$ cat src/rtl/rdarb_pkg.sv
// Shared types and defaults for the read-burst arbiter.
// Arbitration mode is selected by the RDARB_RR_EN macro (see rd_burst_arbiter).
package rdarb_pkg;

  typedef enum logic [1:0] {
    Idle    = 2'd0,
    WaitAck = 2'd1,
    Burst   = 2'd2
  } state_e;

  localparam int unsigned DefNtfr   = 64;
  localparam int unsigned DefAw     = 24;
  localparam int unsigned BeatWidth = 64;

  // Beat counter width: must hold NTFR-1 without wrapping inside a burst.
  function automatic int unsigned bcnt_width(input int unsigned ntfr);
    return $clog2(ntfr) + 1;
  endfunction

endpackage

$ cat src/rtl/rr_pick.sv
// Rotating priority encoder: with RDARB_RR_EN the search starts one past ptr,
// otherwise it is a plain lowest-index-wins priority encoder with no ptr port.
module rr_pick #(
  parameter int unsigned NREQ = 4,
  parameter int unsigned IW   = $clog2(NREQ)
) (
  input  logic [NREQ-1:0] req,
`ifdef RDARB_RR_EN
  input  logic [IW-1:0]   ptr,
`endif
  output logic [IW-1:0]   idx,
  output logic            valid
);

`ifdef RDARB_RR_EN
  int unsigned cand;

  always_comb begin
    idx   = '0;
    valid = 1'b0;
    cand  = 0;
    // k = NREQ wraps back to ptr itself, so it is searched last.
    for (int unsigned k = 1; k <= NREQ; k++) begin
      cand = (32'(ptr) + k) % NREQ;
      if (!valid && req[cand]) begin
        valid = 1'b1;
        idx   = IW'(cand);
      end
    end
  end
`else
  always_comb begin
    idx   = '0;
    valid = 1'b0;
    for (int unsigned k = 0; k < NREQ; k++) begin
      if (!valid && req[k]) begin
        valid = 1'b1;
        idx   = IW'(k);
      end
    end
  end
`endif

endmodule

$ cat src/rtl/rd_burst_arbiter.sv
// Shares one external read-burst port among NREQ requesters, one whole burst at a time.
// Define RDARB_RR_EN for round-robin arbitration; undefined gives fixed priority.
module rd_burst_arbiter
  import rdarb_pkg::*;
#(
  parameter int unsigned NREQ = 4,
  parameter int unsigned NTFR = DefNtfr,
  parameter int unsigned AW   = DefAw
) (
  input  logic                 clk,
  input  logic                 rst,
  input  logic [NREQ-1:0]      rreq,
  input  logic [NREQ*AW-1:0]   radr,
  output logic [NREQ-1:0]      rack,
  output logic [BeatWidth-1:0] rdata,
  output logic                 mreq,
  input  logic                 mack,
  output logic [AW-1:0]        madr,
  input  logic [BeatWidth-1:0] mdata,
  output logic [NREQ-1:0]      gnt,
  output logic                 busy
);

  localparam int unsigned IW = $clog2(NREQ);
  localparam int unsigned BW = bcnt_width(NTFR);

  state_e          state_q;
  logic [BW-1:0]   bcnt_q;
  logic            mreq_q;
  logic [AW-1:0]   madr_q;
  logic [NREQ-1:0] gnt_q;

  logic [IW-1:0]   win;
  logic            win_valid;
  logic [AW-1:0]   win_adr;

`ifdef RDARB_RR_EN
  logic [IW-1:0]   last_q;
`endif

  rr_pick #(
    .NREQ (NREQ),
    .IW   (IW)
  ) u_pick (
    .req   (rreq),
`ifdef RDARB_RR_EN
    .ptr   (last_q),
`endif
    .idx   (win),
    .valid (win_valid)
  );

  always_comb begin
    win_adr = '0;
    for (int unsigned i = 0; i < NREQ; i++) begin
      if (IW'(i) == win) win_adr = radr[i*AW +: AW];
    end
  end

  always_ff @(posedge clk) begin
    if (rst) begin
      state_q <= Idle;
      bcnt_q  <= '0;
      mreq_q  <= 1'b0;
      madr_q  <= '0;
      gnt_q   <= '0;
`ifdef RDARB_RR_EN
      // Pointer at the last index makes requester 0 the first winner.
      last_q  <= IW'(NREQ - 1);
`endif
    end else begin
      unique case (state_q)
        Idle: begin
          // rreq is only looked at here, so a stale high level mid-burst is harmless.
          if (win_valid) begin
            madr_q  <= win_adr;
            mreq_q  <= 1'b1;
            gnt_q   <= NREQ'(1) << win;
            state_q <= WaitAck;
`ifdef RDARB_RR_EN
            last_q  <= win;
`endif
          end
        end
        WaitAck: begin
          if (mack) begin
            mreq_q  <= 1'b0;
            bcnt_q  <= BW'(1);
            state_q <= Burst;
          end
        end
        Burst: begin
          if (mack) begin
            bcnt_q <= bcnt_q + BW'(1);
            if (bcnt_q == BW'(NTFR - 1)) begin
              gnt_q   <= '0;
              state_q <= Idle;
            end
          end
        end
        default: state_q <= Idle;
      endcase
    end
  end

  // gnt_q is zero outside a burst, so stray acks in Idle never reach a requester.
  assign rack  = mack ? gnt_q : '0;
  assign rdata = mdata;
  assign mreq  = mreq_q;
  assign madr  = madr_q;
  assign gnt   = gnt_q;
  assign busy  = (state_q != Idle);

endmodule

$ cat config.mk
export PLATFORM = sky130hd
export DESIGN_NAME = rd_burst_arbiter
export DESIGN_NICKNAME = d
export VERILOG_FILES = /design/src/rtl/rdarb_pkg.sv /design/src/rtl/rr_pick.sv /design/src/rtl/rd_burst_arbiter.sv
export SDC_FILE = /design/constraint.sdc
export NUM_CORES = 1
export LEC_CHECK = 0
export CAP_MARGIN = 20
export CORE_AREA = 3 3 103 105
export DETAILED_ROUTE_END_ITERATION = 8
export DIE_AREA = 0 0 106 108
export PLACE_DENSITY_LB_ADDON = 0.1
export SYNTH_ARGS = -nofsm -noshare
export SYNTH_HDL_FRONTEND = slang
export SYNTH_SLANG_ARGS = --single-unit
$ cat constraint.sdc
create_clock -name clk -period 2.9 [get_ports clk]
set_input_delay 0.58 -clock clk [delete_from_list [all_inputs] [get_ports clk]]
set_output_delay 0.58 -clock clk [all_outputs]
set_load 0.01 [all_outputs]
==> metrics.txt, run 1 <==
CP most frequent cell clkdlybuf4s50_1; via count 2861; clock sink total 38; WL/cell 17.95 µm; hold crit path type reg2reg; Pre-antenna DRT Iters 4; synthesis-stage register bit count 38; worst path cell trace clkdlybuf4s50_1 > and2_1 > clkdlybuf4s50_1; vias per inst 5.037; Syn Area/Cell approximately 8 µm²; GRT Overall Usage 0.1739; min Tclk post-route 2.591 ns; Initial Util 0.3000; Post-DRT Antenna Nets 0; Hold Vio Cnt, Final 0; PortBufs 136; DRC violations left 0; Syn. warnings 0; diode count 0; Post-Route Utilization 0.4119; register share of total power 0.374; vias in the first global route 2984; final worst setup slack 0.3091 ns; largest net degree at the start of global routing between 50 and 60; post-synthesis sequential area ratio 0.2606; DP HPWL 7392 µm; CP max stage delay 0.71 ns; Fill cells about 1000; CP Data Arrival Time 2.01 ns; first-pass GRT wire length 15790 µm; Crit Path Category in2out; drt total wl 10190 µm; gpl congestion 0.7458; Row Count 36; Worst-Skew Late Latency 0.29 ns; status completed; startpoint types input port; CP delay by family, top buffers and inverters; worst vdd ir 0.2509 mV; H-tree level count 2; Die ar. 11450 µm²; Worst Clk Skew 0.005376 ns; Hold Path Depth 2; number of max-cap violations 0; clock buffer depth 2; cell accounting for the most synthesized area dfxtp_1; EDFF count, synth 0; required time of the worst setup path around 2.3 ns; standby leakage power 1.525 nW; async set-reset flop share out of synthesis 0; Worst slew margin 0.4482; die height 108 µm; Buf+Inv Stages, Crit Path 2; layout cells sized above 1 0.06667; R2R Setup Slk about 1.1 ns; PwrDens between 400 and 500 nW/µm²; synthesized cell area a little under 3000 µm²; CTS Hold Bufs 0; Fmax 0.3860 GHz; period utilization 0.8934; P_int 0.001131 W; Mapped Cells 375; Worst-Margin Slew ~0.83 ns; Switch Pwr 0.0004839 W; Logic pwr share 0.343; commonest cells in the netlist buf_4 (68), dfxtp_1 (38), a21oi_1 (29), o21ai_0 (27); post-synth top area share 0.2606; Crit. path cell count 3; TNS Setup 0 ns; antenna violations before repair 0; Worst Path Max Fanout 13; switching fraction of total power 0.2997; Post-CTS Setup Repair Bufs 0; Layout Area Growth over Synthesis 37.29%; slowest CP cell clkdlybuf4s50_1; synth unique cells 39; top-count cell post-synth buf_4; RSZ-0062 raised after global routing no; Place WS between 0.3 and 0.4 ns; core box area 9729 µm²; R2R depth 5; Clock transition at path regs 0.08 ns; DIE WIDTH 106 µm; cts bufs inserted 5; root buffer cell clkbuf_8; synth top area cells dfxtp_1 (26%), buf_4 (17%), a211o_1 (6.9%); clock power share 0.283; Setup crit end kind output port; number of DRC markers in iteration 0 81; post-CTS sizing 0; dominant synthesized flop cell dfxtp_1; # setup viols final 0; io pins 265; Slew Viols, Final 0; Net Count, Synth roughly 540; nets 602; total grt overflow 0; CTS tree built
[metrics by stage]
step,cell area (µm²),power (W),hold slack [ns],cells
final,4008,0.001615,0.4614,568
after CTS,4008,0.001638,0.4687,568
after global placement,3899,0.001168,0.4446,560
after detailed placement,3899,0.001173,0.4563,560
after floorplan,2919,0.0009530,0.4805,375
after global routing,4008,0.001705,0.5209,568
[worst register-to-register path: stages (launching register included)]
cell	delay, ns
dfxtp_1	0.40
ha_1	0.25
nand4_1	0.17
or4_4	0.58
a32oi_1	0.21
nor2_1	0.05
[state kept, by name, indices dropped and copies added (netlist names)]
register  flops
bcnt_q        7
gnt           4
madr         24
mreq          1
state_q       2
[cells in the final DEF (no fill, tap or decap), types with 2 or more instances in the layout]
master,count
clkdlybuf4s50_1,134
dfxtp_1,38
a21oi_1,29
o21ai_0,27
a22oi_1,25
inv_1,25
nand3b_1,24
a211o_1,23
o31ai_1,23
nand2_1,12
buf_4,11
nor2_1,10
nand3_1,6
nor3_1,5
xnor2_1,5
clkbuf_8,5
and2_1,4
nand2b_1,2
nor2b_1,2
clkinv_2,2
buf_2,2
[kinds of logic (layout without fill, tap and decap cells)]
group,Yosys count,after routing,share of synthesized area
buf+inv,122,182,0.2537
fa+ha+maj,1,1,0.004286
mux,1,1,0.003429
simple gates,74,74,0.1526
compound gates,134,134,0.3103
xor+xnor,5,5,0.01500
flops,38,38,0.2606
[area by class of cell]
type                       instances  area (µm²)  area share
multi-input combinational        215        1420      0.3544
inverter                          26       97.59     0.02435
clock inverter                     3       40.04    0.009991
clock buffer                       5       68.82     0.01717
timing repair buffer             148        1454      0.3628
tap                              133       166.4     0.04152
sequential                        38       760.7      0.1898
[routing by layer]
layer	track usage	routed length, µm	vias to the layer above
met5	0	0	-
li1	-	-	1387
met1	0.2052	4371	1338
met3	0.07403	965	14
met4	0.04533	96	0
met2	0.2919	4760	122
[worst paths after layout]
path | start | to
setup / recovery | mack | rack[0]
hold / removal | mreq | mreq
setup reg to reg | bcnt_q[0] | gnt[0]
hold reg to reg | mreq | mreq
[power groups by stage]
stage                     registers [W]  logic (W)  clock network, W
after floorplan                0.000628   0.000325                 0
after global placement         0.000615   0.000553                 0
after detailed placement       0.000616   0.000557                 0
after CTS                      0.000605   0.000560          0.000473
after global routing           0.000613   0.000605          0.000487
final                          0.000604   0.000553          0.000457
(Power assumes the default switching activity.)
==> inputs of run 2 (changes only) <==
CAP_MARGIN = unset   (was 20)
==> results of run 2 <==
Same layout as run 1: the final DEF is identical, and so are final timing and power.
